--- config.mk ---
export PLATFORM = sky130hd
export DESIGN_NAME = pmem_boot_loader
export DESIGN_NICKNAME = d
export VERILOG_FILES = /design/src/rtl/pmem_boot_loader.sv
export SDC_FILE = /design/constraint.sdc
export NUM_CORES = 1
export LEC_CHECK = 0
export BUFFER_PORTS_ARGS = -buffer_cell sky130_fd_sc_hd__buf_4
export CAP_MARGIN = 10
export CORE_MARGIN = 3
export CORE_UTILIZATION = 40
export DETAILED_ROUTE_END_ITERATION = 10
export GPL_ROUTABILITY_DRIVEN = 0
export GPL_TIMING_DRIVEN = 0
export PLACE_DENSITY_LB_ADDON = 0.15
export SETUP_SLACK_MARGIN = 0.02
export SYNTH_ARGS = -nofsm -noshare
export SYNTH_HDL_FRONTEND = slang
export SYNTH_SLANG_ARGS = --single-unit
--- constraint.sdc ---
create_clock -name clk -period 2.4 [get_ports clk]
set_input_delay 0.48 -clock clk [delete_from_list [all_inputs] [get_ports clk]]
set_output_delay 0.48 -clock clk [all_outputs]
set_load 0.05 [all_outputs]
--- src/rtl/pmem_boot_loader.sv ---
// pmem_boot_loader: streams a COUNT/HI/LO byte image into program memory and holds the core in reset until done.
// Define PMEM_BOOT_CHECKSUM_EN to require a trailing XOR checksum byte after the last instruction.
module pmem_boot_loader #(
    parameter int ADDR_W  = 8,
    parameter int INSTR_W = 12
) (
    input  logic               clk,
    input  logic               rst,
    input  logic               start,
    input  logic               in_valid,
    input  logic [7:0]         in_data,
    output logic               in_ready,
    output logic               pmem_le,
    output logic [ADDR_W-1:0]  pmem_addr,
    output logic [INSTR_W-1:0] pmem_instr,
    output logic               core_hold,
    output logic               busy,
    output logic               done,
    output logic               error
);
    typedef enum logic [2:0] {IDLE, LEN, HI, LO, WRITE, CHK, DONE, ERR} state_t;
    state_t     state;
    logic [8:0] remaining;
    logic [3:0] nibble;
    logic       xfer;
    assign xfer = in_valid & in_ready;
`ifdef PMEM_BOOT_CHECKSUM_EN
    logic [7:0] csum;
    always_ff @(posedge clk or negedge rst)
        if (!rst) csum <= '0;
        else if (state == LEN) csum <= '0;
        else if (xfer && (state == HI || state == LO)) csum <= csum ^ in_data;
`endif
    // pmem_addr doubles as the running write address; it only moves in WRITE
    always_ff @(posedge clk or negedge rst) begin
        if (!rst) begin
            state      <= IDLE;
            remaining  <= '0;
            nibble     <= '0;
            in_ready   <= 1'b0;
            pmem_le    <= 1'b0;
            pmem_addr  <= '0;
            pmem_instr <= '0;
            core_hold  <= 1'b1;
            busy       <= 1'b0;
            done       <= 1'b0;
            error      <= 1'b0;
        end else begin
            pmem_le <= 1'b0;
            case (state)
                IDLE, DONE, ERR: if (start) begin
                    state     <= LEN;
                    in_ready  <= 1'b1;
                    busy      <= 1'b1;
                    done      <= 1'b0;
                    error     <= 1'b0;
                    core_hold <= 1'b1;
                end
                LEN: if (xfer) begin
                    remaining <= {in_data == 8'd0, in_data};
                    pmem_addr <= '0;
                    state     <= HI;
                end
                HI: if (xfer) begin
                    if (in_data[7:4] != 4'd0) begin
                        state    <= ERR;
                        in_ready <= 1'b0;
                        busy     <= 1'b0;
                        error    <= 1'b1;
                    end else begin
                        nibble <= in_data[3:0];
                        state  <= LO;
                    end
                end
                LO: if (xfer) begin
                    pmem_instr <= INSTR_W'({nibble, in_data});
                    pmem_le    <= 1'b1;
                    in_ready   <= 1'b0;
                    state      <= WRITE;
                end
                WRITE: begin
                    remaining <= remaining - 9'd1;
                    if (remaining == 9'd1) begin
`ifdef PMEM_BOOT_CHECKSUM_EN
                        state    <= CHK;
                        in_ready <= 1'b1;
`else
                        state     <= DONE;
                        busy      <= 1'b0;
                        done      <= 1'b1;
                        core_hold <= 1'b0;
`endif
                    end else begin
                        pmem_addr <= pmem_addr + ADDR_W'(1);
                        in_ready  <= 1'b1;
                        state     <= HI;
                    end
                end
`ifdef PMEM_BOOT_CHECKSUM_EN
                CHK: if (xfer) begin
                    in_ready <= 1'b0;
                    busy     <= 1'b0;
                    if (in_data == csum) begin
                        state     <= DONE;
                        done      <= 1'b1;
                        core_hold <= 1'b0;
                    end else begin
                        state <= ERR;
                        error <= 1'b1;
                    end
                end
`endif
                default: state <= IDLE;
            endcase
        end
    end
endmodule

Word-level counts from Yosys, hierarchy flattened

Cells that the tools add are included.

Eq/ne operators: 14
Add/sub/neg operators: 2
Reductions and logical operators: 18
Muxes and demuxes: 29
Bitwise operators: 2

Operators with widths:

| operator                                            | count |
|---|---|
| two-way mux 3 bit                                   | 6 |
| case mux 9 bit (2 select lines)                     | 1 |
| two-way mux 8 bit                                   | 2 |
| case mux 8 bit (2 select lines)                     | 1 |
| case mux 3 bit (5 select lines)                     | 1 |
| != test 2 bit, second input constant                | 7 |
| two-way mux 1 bit                                   | 12 |
| equality test 3 bit, second input constant          | 3 |
| equality test 9 x 1 -> 1 bit, second input constant | 1 |
| two-way mux 9 bit                                   | 1 |
| AND reduction 3 bit                                 | 3 |
| subtractor 9 x 1 -> 9 bit, second input constant    | 1 |
| adder 8 x 1 -> 8 bit, second input constant         | 1 |
| zero test 8 bit                                     | 1 |
| AND reduction 4 bit                                 | 2 |
| nonzero test 4 bit                                  | 2 |
| equality test 3 x 2 -> 1 bit, second input constant | 2 |
| case mux 1 bit (2 select lines)                     | 3 |
| AND reduction 6 bit                                 | 1 |
| nonzero test 2 bit                                  | 3 |
| AND reduction 5 bit                                 | 1 |
| case mux 1 bit (4 select lines)                     | 1 |
| AND reduction 2 bit                                 | 2 |
| equality test 3 x 1 -> 1 bit, second input constant | 1 |
| 6 further kinds                                     | 6 |

Output and inout bits: 26
Input bits: 12
Flip-flop bits (word level): 42

Longest topological paths before layout

Gate-level depths: netlist (run 1).

Depth in word-level cells: 4
Depth in mapped cells: 6
Depth with buffers taken out: 6

Least setup slack after synthesis (run 1)

OpenSTA, ideal clock, no wires.

Path type: register to register
From: register in_ready
To: register pmem_addr[0]
Data arrival time: 1,599 ps
Setup time: 125 ps
Path slack: 676 ps
Data required time: 2,275 ps
Cell stages (with the launch flop): 5
Cell sequence: dfrtp_1 -> nand3b_1 -> a211o_1 -> a21o_1 -> mux2_2

Cells in the longest elaborated chain, start to end: 3

Ends and longest elaborated chain:

| what                          | line | RTL |
|---|---|---|
| from (decl)                   | 12   | `output logic in_ready,` |
| from (signal assigned)        | 40   | `in_ready <= 1'b0;` |
| from (signal assigned)        | 53   | `in_ready <= 1'b1;` |
| from (signal assigned)        | 67   | `in_ready <= 1'b0;` |
| bitwise AND 1 bit             | 26   | `assign xfer = in_valid & in_ready;` |
| != test 2 bit (no line)       | n/a  |  |
| AND reduction 3 bit (no line) | n/a  |  |
| to (signal assigned)          | 94   | `pmem_addr <= pmem_addr + ADDR_W'(1);` |
| to (decl)                     | 14   | `output logic [ADDR_W-1:0] pmem_addr,` |

Every way passes these cells.
A chain may end at the register's enable or synchronous reset.

Final worst setup path (run 1)

From: register state[1]
To: register pmem_instr[7]

Cells in the longest elaborated chain, start to end: 2

Ends and longest elaborated chain:

| what                          | line | RTL |
|---|---|---|
| from (decl)                   | 22   | `state_t state;` |
| from (signal assigned)        | 37   | `state <= IDLE;` |
| from (signal assigned)        | 52   | `state <= LEN;` |
| from (signal assigned)        | 62   | `state <= HI;` |
| equality test 3 x 2 -> 1 bit  | 50   | `case (state)` |
| AND reduction 2 bit (no line) | n/a  |  |
| to (signal assigned)          | 76   | `pmem_instr <= INSTR_W'({nibble, in_data});` |
| to (decl)                     | 15   | `output logic [INSTR_W-1:0] pmem_instr,` |

Every way passes these cells.

==> flow_metrics.py, run 1 <==
metrics = {
    "outcome": {
        "status": "finished clean",
    },
    "layout": {
        "final_cell_mix": "dfrtp_1 (41), buf_4 (37), nand2_1 (21), a21oi_1 (13)",
        "syn_to_final_growth_pct": 22.04,
        "final_common_cell": "dfrtp_1",
        "fin_util": 0.5215,
        "multi_input_area_um2": 962.2,
        "final_cells": 308,
        "drive_gt1_frac": 0.2656,
        "finalNetCount": 255,
        "n_antenna_cell": 0,
        "register_area_um2": 1052,
        "nFillCells": 459,
    },
    "timing": {
        "fin_crit_sh": 0.7653,
        "setup_slack_ns": 0.5633,
        "finalSetupTns_ns": 0,
        "slew_violations": 0,
        "grt_setup_unrepaired": "false",
        "fmax_mhz": 544.5,
        "worstMarginPinSlew_ns": 0.5245,
        "relSlewSlack": 0.6503,
        "setup_violations": 0,
        "final.min_clock_period_ns": 1.837,
        "hold_viol": 0,
        "skew_ns": 0.005958,
    },
    "routing": {
        "wl_met1_um": 2200,
        "wl_met2_um": 2094,
        "drc_errors": 0,
        "avgRoutedWirePerCell_um": 14.69,
        "drtPass1Iterations": 4,
        "vias_per_cell": 5.250,
        "dr_wl_met3_um": 177,
        "drtIter0Drc": 75,
        "topRoutingLayerUsed": "met4",
        "drtAntennaViolNets": 0,
        "routed_wl_um": 4525,
        "dr_total_vias": 1617,
    },
    "flow_run": {
        "drv_cap": 0,
    },
    "pwr": {
        "p_per_area_nw_per_um2": 488.5,
        "power_mw": 1.235,
        "ir_drop_v": 0.0003473,
        "leakagePower_nw": 1.148,
    },
    "synth": {
        "ys_seq_elements": 42,
        "yosysWarningCount": 0,
        "syn-cell-area_um2": 2072,
        "synth.distinct_cells": 49,
        "syn_nets": 211,
        "syn-instance-count": 196,
        "synthArstFlopShare": 1.000,
        "synthFlopType": "dfrtp_1",
        "synth_edf_count": 0,
        "yosysSeqAreaShare": 0.5079,
        "avgSynthCellArea_um2": 10.57,
    },
    "placement": {
        "dp_cells": 300,
        "place_ws_ns": 0.3225,
        "place_hpwl_um": 3281,
        "port_buffers": 37,
    },
    "grt": {
        "grt_overflow": 0,
        "grt_max_degree": 43,
        "grt_pass1_vias": 1635,
        "grt.total_usage": 0.1652,
        "grt_pass1_wl_um": 8059,
        "antenna_found_initial": 0,
    },
    "setup_path": {
        "crit_family": "buffers and inverters",
        "critPathRequiredTime_ns": 2.58,
        "cp-end-kind": "register",
        "startpoint_type": "register",
        "crit_fanout": 10,
        "slowest_stage": "dfrtp_1",
        "critical_path_class": "register to register",
        "crit_chain": "clkbuf_1 -> nand2_1 -> buf_2 -> mux2_1",
        "crit_arrival_ns": 2.02,
        "critPathMaxStageDelay_ns": 0.45,
        "worst-path-buf-inv": 2,
    },
    "clock_tree": {
        "post_cts_resized": 0,
        "cts_root_buf": "clkbuf_8",
        "cts_hold_buf": 0,
        "clock_latency_ns": 0.30,
        "cts_inserted_buffers": 5,
        "path_clk_slew_ns": 0.08,
        "h-tree-depth": 2,
        "post_cts_buffers": 0,
        "cts.sinks": 42,
        "cts_tree": "yes",
        "cts_buffer_depth": 2,
    },
    "die": {
        "start_util": 0.4274,
        "row_count": 25,
        "core-area_um2": 4848,
        "die_area_um2": 6079,
        "io_pins": 38,
        "die_w_um": 77.97,
        "fp.dieH_um": 77.97,
    },
    "hold_path": {
        "min_path_type": "primary input to async pin",
    },
}
## state kept, by name, summed over array words and instances (netlist names)
name and flops:
pmem_instr 12, pmem_addr 8, state 3, core_hold 1, done 1, error 1
in_ready 1, pmem_le 1, remaining 9, nibble 4, busy 1
## worst reg2reg max path, stage by stage, from the launching register on
cell	delay (ns)
dfrtp_1	0.45
clkbuf_1	0.41
nand2_1	0.25
buf_2	0.27
mux2_1	0.34
## cell families (layout without fill, tap and decap cells)
kind of cell               after synthesis  after routing  synth area share
AOI/OAI and AO/OA                       44             44            0.1467
buffers and inverters                   14             59           0.02778
DFF                                     42             42            0.5079
xor gates and xnor gates                 2              2          0.008456
adders and majority gates                3              3           0.01812
muxes                                   19             19            0.1027
and+or+nand+nor                         72             72            0.1884
## final timing paths
check	to	slack, ns	from	depth (start not counted)
max	pmem_instr[7]	0.56	state[1]	4
min	in_ready	0.16	rst	1
max reg2reg	pmem_instr[7]	0.56	state[1]	4
min reg2reg	pmem_instr[8]	0.50	nibble[0]	1
max in group asynchronous	core_hold	1.88	rst	1
min in group clk	remaining[7]	0.42	in_data[7]	3
## where the power goes
part	leakage [nW]	switching (mW)	internal [mW]
logic	0.587	0.0311	0.0165
clock network	0.0472	0.248	0.231
registers	0.513	0.000974	0.708
total	1.15	0.280	0.956
## cell type report
cell class | count | share of cell area
plain buffers | 6 | 0.01089
clock buffers | 6 | 0.03266
clock inverters | 2 | 0.004948
inverters | 8 | 0.01188
multi-input cells | 140 | 0.3805
flip-flops and latches | 42 | 0.4161
well taps | 67 | 0.03315
repair buffers | 37 | 0.1098
## through the flow
step	area (um2)	hold WS (ns)
4_1_cts	2529	0.1746
2_1_floorplan	2072	0.1844
3_5_place_dp	2434	0.4700
5_1_grt	2529	0.1993
3_3_place_gp	2434	0.4771
6_report	2529	0.1598
## per-layer routing
layer / global-route usage / up-vias
met1: 0.2283 / 776
li1: - / 807
met5: 0 / -
met2: 0.2543 / 29
met3: 0.04176 / 5
met4: 0.05245 / 0
## cells in the mapped netlist, drive strengths merged (3+ instances only)
cell | number | area share
nand2 | 21 | 0.038
nor2 | 12 | 0.022
nand3 | 8 | 0.019
or3 | 4 | 0.012
mux2 | 18 | 0.098
inv | 8 | 0.014
o21ai | 9 | 0.022
nor4 | 5 | 0.018
nand2b | 3 | 0.0091
a21oi | 13 | 0.031
dfrtp | 41 | 0.50
nor3 | 7 | 0.022
buf | 4 | 0.0097
o211ai | 4 | 0.014
ha | 3 | 0.018
No activity file was read; power rests on OpenSTA's default activity.
==> inputs of run 2 (changes only) <==
==> constraint.sdc (replaced) <==
create_clock -name clk -period 1.88 [get_ports clk]
set_input_delay 0.376 -clock clk [delete_from_list [all_inputs] [get_ports clk]]
set_output_delay 0.376 -clock clk [all_outputs]
set_load 0.05 [all_outputs]
==> flow_metrics.py, run 2 (synthesis results as in run 1) <==
metrics = {
    "outcome": {
        "status": "finished clean",
    },
    "timing": {
        "final.min_clock_period_ns": 1.753,
        "hold_ws_ns": 0.05925,
        "fin_crit_sh": 0.9327,
        "fmax_mhz": 570.3,
        "slew_violations": 0,
        "skew_ns": 0.006883,
        "relSlewSlack": 0.6454,
        "hold_viol": 0,
        "grt_setup_unrepaired": "true",
        "worstMarginPinSlew_ns": 0.5320,
        "setup_violations": 0,
        "setup_slack_ns": 0.1266,
    },
    "clock_tree": {
        "h-tree-depth": 2,
        "cts.sinks": 42,
        "cts_buffer_depth": 2,
        "cts_tree": "yes",
        "path_clk_slew_ns": 0.08,
        "cts_inserted_buffers": 5,
        "cts_root_buf": "clkbuf_8",
        "cts_hold_buf": 0,
        "clock_latency_ns": 0.29,
    },
    "layout": {
        "nFillCells": 461,
        "largest_reg_flops": 12,
        "syn_to_final_growth_pct": 23.73,
        "n_antenna_cell": 0,
        "regMostFlops": "pmem_instr",
        "finalNetCount": 258,
        "register_area_um2": 1052,
        "final_common_cell": "dfrtp_1",
        "final_cell_mix": "dfrtp_1 (41), buf_4 (40), nand2_1 (21), a21oi_1 (13), mux2_1 (12)",
        "final_cells": 311,
        "drive_gt1_frac": 0.2828,
        "multi_input_area_um2": 970.9,
        "reg.largest.list": "pmem_instr: 12 flops, remaining: 9 flops, pmem_addr: 8 flops",
    },
    "hold_path": {
        "min_path_type": "primary input to async pin",
    },
    "grt": {
        "grt_overflow": 0,
        "grt_max_degree": 43,
        "grt_pass1_wl_um": 8059,
        "antenna_found_initial": 0,
        "grt_pass1_vias": 1635,
        "grt.total_usage": 0.1652,
    },
    "placement": {
        "place_hpwl_um": 3281,
        "place_ws_ns": -0.09350,
        "dp_cells": 300,
        "port_buffers": 37,
    },
    "routing": {
        "drtPass1Iterations": 4,
        "drc_errors": 0,
        "drtIter0Drc": 73,
        "dr_total_vias": 1635,
        "vias_per_cell": 5.257,
        "drtAntennaViolNets": 0,
        "avgRoutedWirePerCell_um": 14.60,
        "routed_wl_um": 4542,
    },
    "setup_path": {
        "crit_fanout": 5,
        "critical_path_class": "register to register",
        "crit_arrival_ns": 1.97,
        "cp-end-kind": "register",
        "critPathRequiredTime_ns": 2.10,
        "startpoint_type": "register",
    },
    "die": {
        "die_area_um2": 6079,
        "fp.dieH_um": 77.97,
        "die_w_um": 77.97,
        "core-area_um2": 4848,
        "start_util": 0.4274,
        "io_pins": 38,
        "row_count": 25,
    },
    "pwr": {
        "ir_drop_v": 0.0004447,
        "leakagePower_nw": 1.185,
        "p_per_area_nw_per_um2": 614.1,
    },
    "flow_run": {
        "drv_cap": 0,
    },
}
==> run 2: changes by cell type in the layout (fill, tap and decap cells not counted), sizes merged <==
cell	previous run	this run
clkbuf	8	9
buf	41	43
==> run 2: power by group <==
group          total [mW]  switching (mW)  internal, mW
registers           0.905         0.00126         0.904
clock network       0.609           0.313         0.295
logic              0.0609          0.0399        0.0210
==> run 2: cell type report <==
| cell class | count | area share |
|---|---|---|
| tap | 67 | 0.03270 |
| multi-input combinational | 140 | 0.3787 |
| clock buffer | 6 | 0.03221 |
| sequential | 42 | 0.4104 |
| timing repair buffer | 40 | 0.1171 |
| clock inverter | 2 | 0.004880 |
| buffer | 6 | 0.01220 |
| inverter | 8 | 0.01171 |
==> run 2: timing repair <==
item / in CTS / in global routing
gates resized for setup: 0 / 5
endpoints found under the hold margin: 0 / 0
setup buffers: 0 / 3
setup endpoints to repair: 0 / 19
==> run 2: worst paths after layout <==
path	cells past startpoint	slack (ns)	start	endpoint
max	6	0.13	remaining[1]	pmem_addr[7]
min	1	0.06	rst	in_ready
max reg2reg	6	0.13	remaining[1]	pmem_addr[7]
min reg2reg	1	0.50	nibble[0]	pmem_instr[8]
max in group asynchronous	1	1.45	rst	remaining[1]
min in group clk	3	0.31	in_data[7]	remaining[7]
==> run 2: layer usage <==
layer,track usage,vias up,part of all wire
met5,0,-,0
met4,0.05245,0,0.012
met3,0.04176,5,0.041
met2,0.2543,35,0.46
met1,0.2283,779,0.49
li1,-,816,-
==> run 2: worst max-delay path: stages (launching register included) <==
cell and delay [ns]:
dfrtp_1 0.41, inv_1 0.09, ha_1 0.18, nand2b_1 0.19
o31ai_2 0.15, or4_1 0.51, a21oi_1 0.15
==> run 2: stage by stage <==
step	area [um2]	TNS [ns]	utilization	total power [mW]
6_report	2564	0	0.5288	1.574
5_1_grt	2564	0	0.5288	1.638
4_1_cts	2529	0	0.5215	1.605
3_5_place_dp	2434	-0.3612	0.5019	0.9856
3_3_place_gp	2434	-0.3620	0.5019	0.9856
2_1_floorplan	2072	0	-	0.9354
==> inputs of run 3 (changes only) <==
--- a/config.mk
+++ b/config.mk
@@ -6,12 +6,11 @@
 export NUM_CORES = 1
 export LEC_CHECK = 0
 export BUFFER_PORTS_ARGS = -buffer_cell sky130_fd_sc_hd__buf_4
-export CAP_MARGIN = 10
+export CAP_MARGIN = 0
 export CORE_MARGIN = 3
 export CORE_UTILIZATION = 40
 export DETAILED_ROUTE_END_ITERATION = 10
 export GPL_ROUTABILITY_DRIVEN = 0
-export GPL_TIMING_DRIVEN = 0
 export PLACE_DENSITY_LB_ADDON = 0.15
 export SETUP_SLACK_MARGIN = 0.02
 export SYNTH_ARGS = -nofsm -noshare
==> constraint.sdc (replaced) <==
create_clock -name clk -period 1.88 [get_ports clk]
set_input_delay 0.376 -clock clk [delete_from_list [all_inputs] [get_ports clk]]
set_output_delay 0.376 -clock clk [all_outputs]
set_load 0.02 [all_outputs]
==> flow_metrics.py, run 3 (synthesis results as in run 1) <==
metrics = {
    "outcome": {
        "status": "finished clean",
    },
    "clock_tree": {
        "cts.sinks": 42,
        "cts_inserted_buffers": 5,
        "cts_buffer_depth": 2,
        "cts_hold_buf": 0,
        "post_cts_resized": 0,
        "cts_tree": "yes",
        "h-tree-depth": 2,
        "clock_latency_ns": 0.29,
        "path_clk_slew_ns": 0.08,
        "cts_root_buf": "clkbuf_8",
        "post_cts_buffers": 0,
    },
    "timing": {
        "slew_violations": 0,
        "relSlewSlack": 0.6402,
        "hold_viol": 0,
        "grt_setup_unrepaired": "false",
        "fmax_mhz": 567.7,
        "worstMarginPinSlew_ns": 0.5396,
        "skew_ns": 0.007877,
        "final.min_clock_period_ns": 1.761,
        "setup_violations": 0,
        "fin_crit_sh": 0.9369,
        "finalSetupTns_ns": 0,
    },
    "layout": {
        "syn_to_final_growth_pct": 27.90,
        "drive_gt1_frac": 0.3108,
        "n_antenna_cell": 0,
        "finalNetCount": 265,
        "reg.largest.list": "pmem_instr: 12 flops, remaining: 9 flops, pmem_addr: 8 flops",
        "regMostFlops": "pmem_instr",
        "final_common_cell": "buf_4",
        "final_cells": 318,
        "register_area_um2": 1055,
        "nFillCells": 449,
        "final_cell_mix": "buf_4 (52), dfrtp_1 (39), nand2_1 (21), a21oi_1 (13)",
        "largest_reg_flops": 12,
        "multi_input_area_um2": 962.2,
    },
    "grt": {
        "grt.total_usage": 0.1664,
        "antenna_found_initial": 0,
        "grt_max_degree": 43,
        "grt_overflow": 0,
        "grt_pass1_wl_um": 8142,
        "grt_pass1_vias": 1678,
    },
    "flow_run": {
        "drv_cap": 0,
    },
    "setup_path": {
        "reg2regPathDepth": 4,
        "crit_arrival_ns": 1.94,
        "cp-end-kind": "register",
        "critical_path_class": "register to register",
        "startpoint_type": "register",
        "crit_fanout": 6,
        "critPathRequiredTime_ns": 2.06,
    },
    "pwr": {
        "ir_drop_v": 0.0003529,
        "p_per_area_nw_per_um2": 629.2,
        "leakagePower_nw": 1.221,
    },
    "routing": {
        "drtPass1Iterations": 5,
        "drtAntennaViolNets": 0,
        "vias_per_cell": 5.308,
        "avgRoutedWirePerCell_um": 14.75,
        "drtIter0Drc": 95,
        "drc_errors": 0,
        "routed_wl_um": 4692,
        "dr_total_vias": 1688,
    },
    "die": {
        "start_util": 0.4274,
        "row_count": 25,
        "die_w_um": 77.97,
        "fp.dieH_um": 77.97,
        "core-area_um2": 4848,
        "die_area_um2": 6079,
        "io_pins": 38,
    },
    "placement": {
        "place_hpwl_um": 3420,
        "port_buffers": 37,
        "dp_cells": 310,
    },
    "hold_path": {
        "min_path_type": "primary input to async pin",
    },
}
[run 3: worst paths after layout]
kind | startpoint | end | slack, ns
min reg2reg | nibble[0] | pmem_instr[8] | 0.50
min | rst | done | 0.04
max | remaining[3] | pmem_addr[0] | 0.12
max in group asynchronous | rst | in_ready | 1.44
max reg2reg | remaining[3] | pmem_addr[0] | 0.12
min in group clk | in_data[7] | remaining[7] | 0.32
[run 3: per-layer routing]
| layer | vias up | GRT usage | wire length (um) |
|---|---|---|---|
| li1 | 838 | - | - |
| met1 | 813 | 0.2259 | 2305 |
| met2 | 35 | 0.2697 | 2171 |
| met3 | 2 | 0.03712 | 187 |
| met4 | 0 | 0.04196 | 27 |
| met5 | - | 0 | 0 |
[run 3: layout make-up]
| type | instances | share of cell area |
|---|---|---|
| multi-input combinational | 140 | 0.3631 |
| inverter | 8 | 0.01133 |
| timing repair buffer | 53 | 0.1549 |
| sequential | 42 | 0.3980 |
| clock buffer | 5 | 0.02597 |
| clock inverter | 3 | 0.01511 |
| tap | 67 | 0.03163 |
[run 3: worst max-delay path, cell delays in order (launching register included)]
cell and delay (ns):
dfrtp_1 0.42, or3_1 0.46, nor3_2 0.37, nor2_1 0.12, mux2_2 0.27
[run 3: report_power, final]
group	total (mW)	internal [mW]	switching (mW)
logic	0.0596	0.0223	0.0373
clock network	0.700	0.391	0.309
registers	0.908	0.904	0.00432
total	1.67	1.32	0.350
[run 3: per-stage QoR]
step / setup slack (ns) / area [um2] / util / total power, mW / hold WS (ns)
2_1_floorplan: 0.2519 / 2072 / - / 0.9354 / 0.08041
3_3_place_gp: 0.1106 / 2539 / 0.5236 / 0.9867 / 0.4001
3_5_place_dp: 0.08088 / 2539 / 0.5236 / 0.9871 / 0.3998
4_1_cts: 0.04943 / 2648 / 0.5461 / 1.692 / 0.07446
5_1_grt: 0.02614 / 2650 / 0.5466 / 1.730 / 0.09407
6_report: 0.1186 / 2650 / 0.5466 / 1.668 / 0.04472
